==> src/rtl/dmac_ctrl_arbiter.sv <==
// Arbiter sharing one DMA control port among NB_REQ requesters, with in-order response routing.
// Define DMAC_CTRL_ARB_FIXED_PRIO_EN for fixed priority (lowest index wins) instead of round-robin.
module dmac_ctrl_arbiter #(
    parameter int NB_REQ          = 10,
    parameter int ADDR_WIDTH      = 32,
    parameter int DATA_WIDTH      = 32,
    parameter int BE_WIDTH        = DATA_WIDTH / 8,
    parameter int MAX_OUTSTANDING = 4,
    parameter int ID_WIDTH        = $clog2(NB_REQ)
) (
    input  logic                                 clk_i,
    input  logic                                 rst_i,
    input  logic [NB_REQ-1:0]                    req_i,
    input  logic [NB_REQ-1:0][ADDR_WIDTH-1:0]    add_i,
    input  logic [NB_REQ-1:0]                    wen_i,
    input  logic [NB_REQ-1:0][BE_WIDTH-1:0]      be_i,
    input  logic [NB_REQ-1:0][DATA_WIDTH-1:0]    wdata_i,
    output logic [NB_REQ-1:0]                    gnt_o,
    output logic [NB_REQ-1:0]                    r_valid_o,
    output logic [DATA_WIDTH-1:0]                r_rdata_o,
    output logic                                 r_opc_o,
    output logic                                 mst_req_o,
    output logic [ADDR_WIDTH-1:0]                mst_add_o,
    output logic                                 mst_wen_o,
    output logic [BE_WIDTH-1:0]                  mst_be_o,
    output logic [DATA_WIDTH-1:0]                mst_wdata_o,
    output logic [ID_WIDTH-1:0]                  mst_id_o,
    input  logic                                 mst_gnt_i,
    input  logic                                 mst_r_valid_i,
    input  logic [DATA_WIDTH-1:0]                mst_r_rdata_i,
    input  logic                                 mst_r_opc_i,
    output logic                                 busy_o,
    output logic                                 err_o
);

    localparam int PTR_W = $clog2(MAX_OUTSTANDING);
    localparam int CNT_W = PTR_W + 1;

    logic [ID_WIDTH-1:0] fifo_r [MAX_OUTSTANDING];
    logic [PTR_W-1:0]    wr_ptr_r;
    logic [PTR_W-1:0]    rd_ptr_r;
    logic [CNT_W-1:0]    cnt_r;
    logic                lock_r;
    logic [ID_WIDTH-1:0] lock_id_r;
    logic                err_r;
    logic [ID_WIDTH-1:0] rr_base_s;

    logic [ID_WIDTH-1:0] arb_id_s;
    logic                found_s;
    int                  idx_s;
    logic [ID_WIDTH-1:0] sel_id_s;
    logic                not_full_s;
    logic                mst_req_s;
    logic                push_s;
    logic                pop_s;
    logic [ID_WIDTH-1:0] head_s;

`ifdef DMAC_CTRL_ARB_FIXED_PRIO_EN
    assign rr_base_s = {ID_WIDTH{1'b0}};
`else
    logic [ID_WIDTH-1:0] rr_ptr_r;

    // Round-robin pointer moves just past the requester that completed a handshake.
    always_ff @(posedge clk_i or posedge rst_i) begin
        if (rst_i) begin
            rr_ptr_r <= {ID_WIDTH{1'b0}};
        end else if (push_s) begin
            rr_ptr_r <= (sel_id_s == ID_WIDTH'(NB_REQ - 1)) ? {ID_WIDTH{1'b0}}
                                                           : sel_id_s + ID_WIDTH'(1);
        end
    end

    assign rr_base_s = rr_ptr_r;
`endif

    // Cyclic search for the first requester at or after the base index.
    always_comb begin
        arb_id_s = {ID_WIDTH{1'b0}};
        found_s  = 1'b0;
        idx_s    = 0;
        for (int i = 0; i < NB_REQ; i++) begin
            idx_s = int'(rr_base_s) + i;
            idx_s = (idx_s >= NB_REQ) ? idx_s - NB_REQ : idx_s;
            if (!found_s && req_i[idx_s]) begin
                found_s  = 1'b1;
                arb_id_s = ID_WIDTH'(idx_s);
            end else begin
                found_s  = found_s;
            end
        end
    end

    // A pending, ungranted request keeps its winner until the handshake.
    assign sel_id_s   = lock_r ? lock_id_r : arb_id_s;
    assign not_full_s = (cnt_r < CNT_W'(MAX_OUTSTANDING));
    assign mst_req_s  = not_full_s & (lock_r | found_s);
    assign push_s     = mst_req_s & mst_gnt_i;
    assign head_s     = fifo_r[rd_ptr_r];
    assign pop_s      = mst_r_valid_i & (cnt_r != {CNT_W{1'b0}});

    assign mst_req_o   = mst_req_s;
    assign mst_id_o    = sel_id_s;
    assign mst_add_o   = add_i[sel_id_s];
    assign mst_wen_o   = wen_i[sel_id_s];
    assign mst_be_o    = be_i[sel_id_s];
    assign mst_wdata_o = wdata_i[sel_id_s];
    assign r_rdata_o   = mst_r_rdata_i;
    assign r_opc_o     = mst_r_opc_i;
    assign busy_o      = (cnt_r != {CNT_W{1'b0}});
    assign err_o       = err_r;

    // One-hot grant and response-valid decode.
    always_comb begin
        gnt_o     = {NB_REQ{1'b0}};
        r_valid_o = {NB_REQ{1'b0}};
        for (int i = 0; i < NB_REQ; i++) begin
            gnt_o[i]     = push_s && (sel_id_s == ID_WIDTH'(i));
            r_valid_o[i] = pop_s && (head_s == ID_WIDTH'(i));
        end
    end

    // ID FIFO, outstanding count, request lock and sticky orphan-response flag.
    always_ff @(posedge clk_i or posedge rst_i) begin
        if (rst_i) begin
            for (int i = 0; i < MAX_OUTSTANDING; i++) begin
                fifo_r[i] <= {ID_WIDTH{1'b0}};
            end
            wr_ptr_r  <= {PTR_W{1'b0}};
            rd_ptr_r  <= {PTR_W{1'b0}};
            cnt_r     <= {CNT_W{1'b0}};
            lock_r    <= 1'b0;
            lock_id_r <= {ID_WIDTH{1'b0}};
            err_r     <= 1'b0;
        end else begin
            if (push_s) begin
                fifo_r[wr_ptr_r] <= sel_id_s;
                wr_ptr_r         <= wr_ptr_r + PTR_W'(1);
            end
            if (pop_s) begin
                rd_ptr_r <= rd_ptr_r + PTR_W'(1);
            end
            if (push_s && !pop_s) begin
                cnt_r <= cnt_r + CNT_W'(1);
            end else if (pop_s && !push_s) begin
                cnt_r <= cnt_r - CNT_W'(1);
            end
            if (push_s) begin
                lock_r <= 1'b0;
            end else if (mst_req_s) begin
                lock_r    <= 1'b1;
                lock_id_r <= sel_id_s;
            end
            if (mst_r_valid_i && !pop_s) begin
                err_r <= 1'b1;
            end
        end
    end

endmodule

==> config.mk <==
export PLATFORM = sky130hd
export DESIGN_NAME = dmac_ctrl_arbiter
export DESIGN_NICKNAME = d
export VERILOG_FILES = /design/src/rtl/dmac_ctrl_arbiter.sv
export SDC_FILE = /design/constraint.sdc
export NUM_CORES = 1
export LEC_CHECK = 0
export ABC_AREA = 1
export CAP_MARGIN = 20
export CORE_AREA = 2 2 336 338
export DETAILED_ROUTE_END_ITERATION = 10
export DIE_AREA = 0 0 338 340
export PLACE_DENSITY_LB_ADDON = 0.3
export SETUP_SLACK_MARGIN = 0.02
export SYNTH_ARGS = -nofsm -noshare
export SYNTH_HDL_FRONTEND = slang
export SYNTH_SLANG_ARGS = --single-unit
==> constraint.sdc <==
create_clock -name clk_i -period 7.5 [get_ports clk_i]
set_input_delay 2.25 -clock clk_i [delete_from_list [all_inputs] [get_ports clk_i]]
set_output_delay 2.25 -clock clk_i [all_outputs]
set_load 0.01 [all_outputs]
==> results of run 1 <==
-- final cells by class --
class | instances | area, um^2
multi-input cells | 2189 | 11500
well taps | 1500 | 1880
repair buffers | 1221 | 13200
flip-flops and latches | 33 | 826
clock inverters | 1 | 30.0
inverters | 165 | 662
diodes | 10 | 25.0
fillers | 12600 | 83300
clock buffers | 7 | 143
-- registers in the layout, indices dropped and copies added (netlist names) --
name,count
lock_id_r,4
cnt_r,3
rd_ptr_r,2
wr_ptr_r,2
lock_r,1
fifo_r,16
rr_base_s,4
err_o,1
-- worst register-to-register path, delay by kind of cell, from the launching register on --
kind	cells	cell delay, ns
fa+ha+maj	3	0.90
buf+inv	6	0.70
flops	1	0.54
compound gates	6	0.82
xor+xnor	2	0.73
simple gates	8	1.01
-- how the worst min path moves through the flow --
stage | start | to | slack [ns] | depth (start not counted)
after floorplan | lock_id_r[0]$_DFFE_PP0P_ | lock_id_r[0]$_DFFE_PP0P_ | 0.45 | 2
after global placement | err_o$_DFFE_PP0P_ | err_o$_DFFE_PP0P_ | 0.46 | 1
after detailed placement | err_o$_DFFE_PP0P_ | err_o$_DFFE_PP0P_ | 0.46 | 1
after CTS | err_o$_DFFE_PP0P_ | err_o$_DFFE_PP0P_ | 0.47 | 1
after global routing | err_o$_DFFE_PP0P_ | err_o$_DFFE_PP0P_ | 0.49 | 1
final | err_o$_DFFE_PP0P_ | err_o$_DFFE_PP0P_ | 0.47 | 1
-- kinds of logic after synthesis --
group / after synthesis
buffers and inverters: 382
xor gates and xnor gates: 15
AOI/OAI and AO/OA: 164
adders and majority gates: 29
DFF: 33
and+or+nand+nor: 1979
-- repair_timing --
action                                  in CTS  in global routing
pin swaps                                  122                137
gates resized for setup                    763                269
endpoints found under the setup margin      83                 82
cloned                                      25                  9
buffers inserted                            90                 37
-- Yosys cell counts (11+ instances only) --
cell type | instances | area, um^2
buf_2 | 87 | 435
buf_4 | 66 | 495
buf_6 | 26 | 293
clkbuf_1 | 36 | 135
dfrtp_1 | 33 | 826
ha_1 | 28 | 350
inv_1 | 145 | 544
inv_2 | 14 | 52.6
nand2_1 | 1378 | 5170
nand2_2 | 14 | 87.6
nand3_1 | 421 | 2110
nand4_1 | 78 | 488
nor2_1 | 56 | 210
o21ai_0 | 43 | 215
o21ai_1 | 92 | 460
xor2_1 | 11 | 96.3
-- per-layer routing --
metal	part of all wire (%)	vias to the layer above	GRT usage, %
met4	2.1	12	3.21
met3	8.0	137	3.16
met2	44	913	29.2
met5	0.065	-	0
met1	46	9869	26.8
li1	-	10300	-
-- per-stage QoR --
stage	cell area, um^2	setup slack, ns	instances	TNS [ns]
after floorplan	12600	0.729	2602	0
after global placement	23900	-1.20	4962	-82.11
after detailed placement	23900	-1.15	4962	-80.61
after CTS	27000	-0.155	5082	-2.06
after global routing	28200	-0.256	5124	-13.49
final	28200	-0.107	5126	-0.808
==> impl_metrics.py, run 1 <==
metrics = {
    "global_routing": {
        "antenna_found_initial": 21,
        "grt_pass1_vias": 20400,
        "grt_remaining_overflow": 0,
        "grt_pass1_wl_um": 153000,
        "grt_max_degree": 139,
        "grt_usage_pct": 18.7,
    },
    "critical_path": {
        "crit_arrival_ns": 5.36,
        "worstSetupPathType": "input pin to output port",
        "worstPathRequired_ns": 5.25,
        "path_cells": "buf_6 -> inv_2 -> nand2_1 -> o21ai_1 -> buf_4 -> buf_4 -> nand2_1 -> o211ai_1 -> nand3b_1 -> nand2_4 -> nand4_4 -> nor2_4 -> nand4_4 -> buf_6 -> buf_4 -> nor2_2 -> nor2_1 -> nand2_2 -> nand2_4 -> inv_4 -> buf_4 -> nand4_1 -> nand3_2 -> buf_6",
        "reg2reg_to": "cnt_r[2]$_DFFE_PP0P_",
        "r2r_slack_ns": 2.66,
        "start_kind": "input pin",
        "path_common_cell": "buf_4",
        "timing.rr.start": "rr_base_s[0]$_DFFE_PP0P_",
        "worst-path-stages": 24,
        "path_max_fanout": 5,
        "crit_family": "simple AND/OR/NAND/NOR gates",
        "max_stage_delay_ns": 0.40,
        "crit_slowest_cell": "nand4_1",
        "worstSetupEndpoint": "mst_wdata_o[18]",
        "cp.buffers_inverters": 9,
        "worstSetupStartpoint": "req_i[3]",
        "end_kind": "output port",
        "r2r_cells": 25,
    },
    "logic_synthesis": {
        "syn_avg_cell_area_um2": 4.84,
        "synth_async_sr_flop_share_pct": 100,
        "synth-edff-count": 0,
        "syn_area_um2": 12600,
        "synth-seq-cells": 33,
        "syn_inst": 2602,
        "ys_seq_area_share_pct": 6.56,
        "yosysWarnings": 0,
        "synthAdderAreaFrac_pct": 2.94,
        "yosysUniqueCellTypes": 47,
        "synth.area.mux_share_pct": 0,
        "synth_flop_cell": "dfrtp_1",
        "synth_fp_nets": 3368,
        "synthXorXnorAreaFrac_pct": 1.16,
        "synth_compound_area_share_pct": 7.10,
        "synthSimpleGateAreaFrac_pct": 66.4,
        "synth_top_family_by_area": "simple AND/OR/NAND/NOR gates",
    },
    "die": {
        "core_area_um2": 112000,
        "num_rows": 123,
        "start_util_pct": 11.3,
        "die_x_um": 338,
        "die_h_um": 340,
        "dieArea_um2": 115000,
        "io_pins": 866,
    },
    "placed_design": {
        "numPortBuffers": 799,
        "gp_congestion": 0.941,
        "dp_hpwl_um": 90000,
    },
    "clock_tree": {
        "clockBufferDepth": 2,
        "cts_sinks": 33,
        "numCtsBuffers": 5,
        "h-tree-depth": 2,
        "postCtsHoldBufs": 0,
        "path_clk_slew_ns": 0.05,
        "cts_tree": "done",
        "cts-root-buf": "clkbuf_16",
        "clk_latency_ns": 0.28,
    },
    "finish": {
        "drive_above_1_share_pct": 26.2,
        "mostFrequentLayoutCell": "nand2_1",
        "fin_util_pct": 25.3,
        "fin_nets": 4381,
        "final_cell_mix": "nand2_1, clkdlybuf4s50_1, nand3_1",
        "area_growth_syn_to_layout_pct": 124,
    },
    "detailed_routing": {
        "drc": 0,
        "vias": 21200,
        "antenna_left": 0,
        "drt-total-wl_um": 114000,
        "routed_via_density": 4.14,
        "drt_iter0_markers": 1557,
        "wl_per_cell_um": 22.3,
        "firstDrtPassIters": 8,
    },
    "sta": {
        "skew_ns": 0.0106,
        "setup_violations": 23,
        "fmax_mhz": 131,
        "report.final.slew_viol_count": 0,
        "timing.hold.ws_ns": 0.466,
        "slew_headroom_pct": 41.8,
        "fin_crit_ns": 7.61,
        "fin_crit_sh_pct": 101,
        "tightest_slew_ns": 0.873,
        "final_hold_viol_count": 0,
        "fin_ws_ns": -0.107,
        "rsz0062_at_grt": "true",
    },
    "status": {
        "failed_checks": "negative setup slack",
        "status": "finished with violations",
    },
    "worst_hold_path": {
        "hold_path.class": "register to register",
    },
    "flow_run": {
        "cap_violations": 0,
    },
}
Power of run 1 is not shown: default switching activity piles up to over one toggle a cycle in this logic, so the estimate is an artifact.
==> run 2, diff against run 1 <==
CTS_BUF_LIST = sky130_fd_sc_hd__clkbuf_2 sky130_fd_sc_hd__clkbuf_4 sky130_fd_sc_hd__clkbuf_8   (was default)
PLACE_DENSITY = 0.42   (was default)
PLACE_DENSITY_LB_ADDON = default   (was 0.3)
==> run 2 against run 1 <==
  * The flow still finishes with violations (negative setup slack)
  * Non-clock buffer count is 104 higher
  * Critical path depth is 5 higher
  * Final cell count is 2.2% higher
  * Global-route usage is 1.2 points higher
  * Critical endpoint is now mst_wdata_o[20]
  * Maximum frequency is 1.1% lower
  * Worst hold slack better by 0.0041 ns
  * Core utilization is 2.8 points higher
  * Count of clock-buffer cells in the layout is 2 lower
  * Cell area is 11% higher
==> impl_metrics.py, run 2 (same netlist as run 1, synthesis figures left out) <==
metrics = {
    "placed_design": {
        "dp_hpwl_um": 91600,
        "numPortBuffers": 799,
        "placed_area_um2": 23900,
        "gp_congestion": 0.937,
    },
    "detailed_routing": {
        "vias": 22000,
        "met1_length_um": 54900,
        "drt_iter0_markers": 1358,
        "dr.max_layer_used": "met5",
        "antenna_left": 0,
        "wl_per_cell_um": 23.4,
        "wl_met2_um": 54100,
        "firstDrtPassIters": 5,
        "wl_met3_um": 11200,
        "routed_via_density": 4.20,
        "drt-total-wl_um": 123000,
        "drc": 0,
    },
    "sta": {
        "setup_violations": 67,
        "rsz0062_at_grt": "true",
        "fin_ws_ns": -0.193,
        "fin_crit_sh_pct": 103,
        "report.final.slew_viol_count": 0,
        "fin_crit_ns": 7.69,
        "tightest_slew_ns": 0.807,
        "fmax_mhz": 130,
        "skew_ns": 0.0130,
        "slew_headroom_pct": 46.2,
        "final_hold_viol_count": 0,
    },
    "clock_tree": {
        "cts_tree": "done",
        "numCtsBuffers": 5,
        "clockBufferDepth": 2,
        "cts_sinks": 33,
        "clk_latency_ns": 0.29,
        "h-tree-depth": 2,
        "path_clk_slew_ns": 0.07,
        "postCtsHoldBufs": 0,
        "cts-root-buf": "clkbuf_8",
    },
    "worst_hold_path": {
        "hold_path.class": "register to register",
    },
    "die": {
        "die_h_um": 340,
        "die_x_um": 338,
        "start_util_pct": 11.3,
        "core_area_um2": 112000,
        "num_rows": 123,
        "io_pins": 866,
        "dieArea_um2": 115000,
    },
    "critical_path": {
        "crit_arrival_ns": 5.44,
        "r2r_slack_ns": 2.55,
        "path_common_cell": "nand2_1",
        "worstPathRequired_ns": 5.25,
        "worstSetupPathType": "input pin to output port",
        "start_kind": "input pin",
        "end_kind": "output port",
        "crit_slowest_cell": "buf_12",
        "max_stage_delay_ns": 0.23,
        "path_max_fanout": 13,
    },
    "global_routing": {
        "antenna_found_initial": 24,
        "grt_pass1_wl_um": 161000,
        "grt_pass1_vias": 20900,
        "grt_usage_pct": 19.9,
        "grt_remaining_overflow": 0,
        "grt_max_degree": 82,
    },
    "finish": {
        "area_growth_syn_to_layout_pct": 149,
        "drive_above_1_share_pct": 34.2,
        "largest_reg_flops": 16,
        "design_area_um2": 31300,
        "regMostFlops": "fifo_r",
        "mostFrequentLayoutCell": "nand2_1",
        "final_cell_mix": "nand2_1, clkdlybuf4s50_1, nand3_1",
        "fin_nets": 4486,
    },
    "flow_run": {
        "cap_violations": 0,
    },
    "status": {
        "failed_checks": "negative setup slack",
        "status": "finished with violations",
    },
}
[run 2: cell types whose count changed in the layout (fill, tap and decap cells not counted), sizes merged]
cell / before / now
buf: 493 / 596
clkbuf: 18 / 22
clkdlybuf4s15: 2 / 0
clkdlybuf4s50: 707 / 706
clkinv: 5 / 7
clkinvlp: 0 / 1
diode: 10 / 17
dlymetal6s2s: 2 / 0
[run 2: critical path: cells and delay by family]
kind | cells | cell delay, ns
and+or+nand+nor | 20 | 1.89
AOI/OAI and AO/OA | 1 | 0.07
buffers and inverters | 8 | 1.19
[run 2: stage by stage]
stage               std cells  hold WS, ns  setup WS, ns  TNS, ns  utilization (%)
floorplan                2602        0.446         0.729        0                -
global placement         4949        0.452         -1.43   -87.67             21.4
detailed placement       4949        0.459         -1.35   -84.11             21.4
CTS                      5160        0.475        -0.253   -10.50             25.9
global route             5233        0.493        -0.388   -22.13             28.1
finish                   5238        0.470        -0.193    -6.75             28.1
[run 2: cell type report]
| cell class | instances | area [um^2] |
|---|---|---|
| timing repair buffer | 1325 | 15200 |
| antenna | 17 | 42.5 |
| tap | 1500 | 1880 |
| multi-input combinational | 2189 | 12600 |
| clock buffer | 5 | 68.8 |
| clock inverter | 3 | 46.3 |
| sequential | 33 | 826 |
| timing repair inverter | 1 | 16.3 |
| inverter | 165 | 688 |
| fill | 12400 | 80200 |
[run 2: worst paths after layout]
kind / from / end / cells past startpoint
setup / recovery: req_i[6] / mst_wdata_o[20] / 29
hold / removal: err_o$_DFFE_PP0P_ / err_o$_DFFE_PP0P_ / 1
setup reg to reg: rr_base_s[0]$_DFFE_PP0P_ / cnt_r[2]$_DFFE_PP0P_ / 25
hold reg to reg: err_o$_DFFE_PP0P_ / err_o$_DFFE_PP0P_ / 1
max in group asynchronous: rst_i / fifo_r[4]$_DFFE_PP0P_ / 3
min in group asynchronous: rst_i / cnt_r[2]$_DFFE_PP0P_ / 3
[run 2: metal layers]
layer | track usage [%] | vias up
met5 | 0 | -
met4 | 3.62 | 14
met3 | 5.85 | 128
met2 | 30.7 | 903
met1 | 27.4 | 10400
li1 | - | 10600
[run 2: timing repair]
action / in CTS / in global routing
setup buffers: 161 / 64
endpoints found under the setup margin: 82 / 82
cloned: 51 / 16
hold endpoints to repair: 0 / 0
resized for setup: 979 / 510
pin swaps: 163 / 229
Power of run 2 is left out for the same reason.
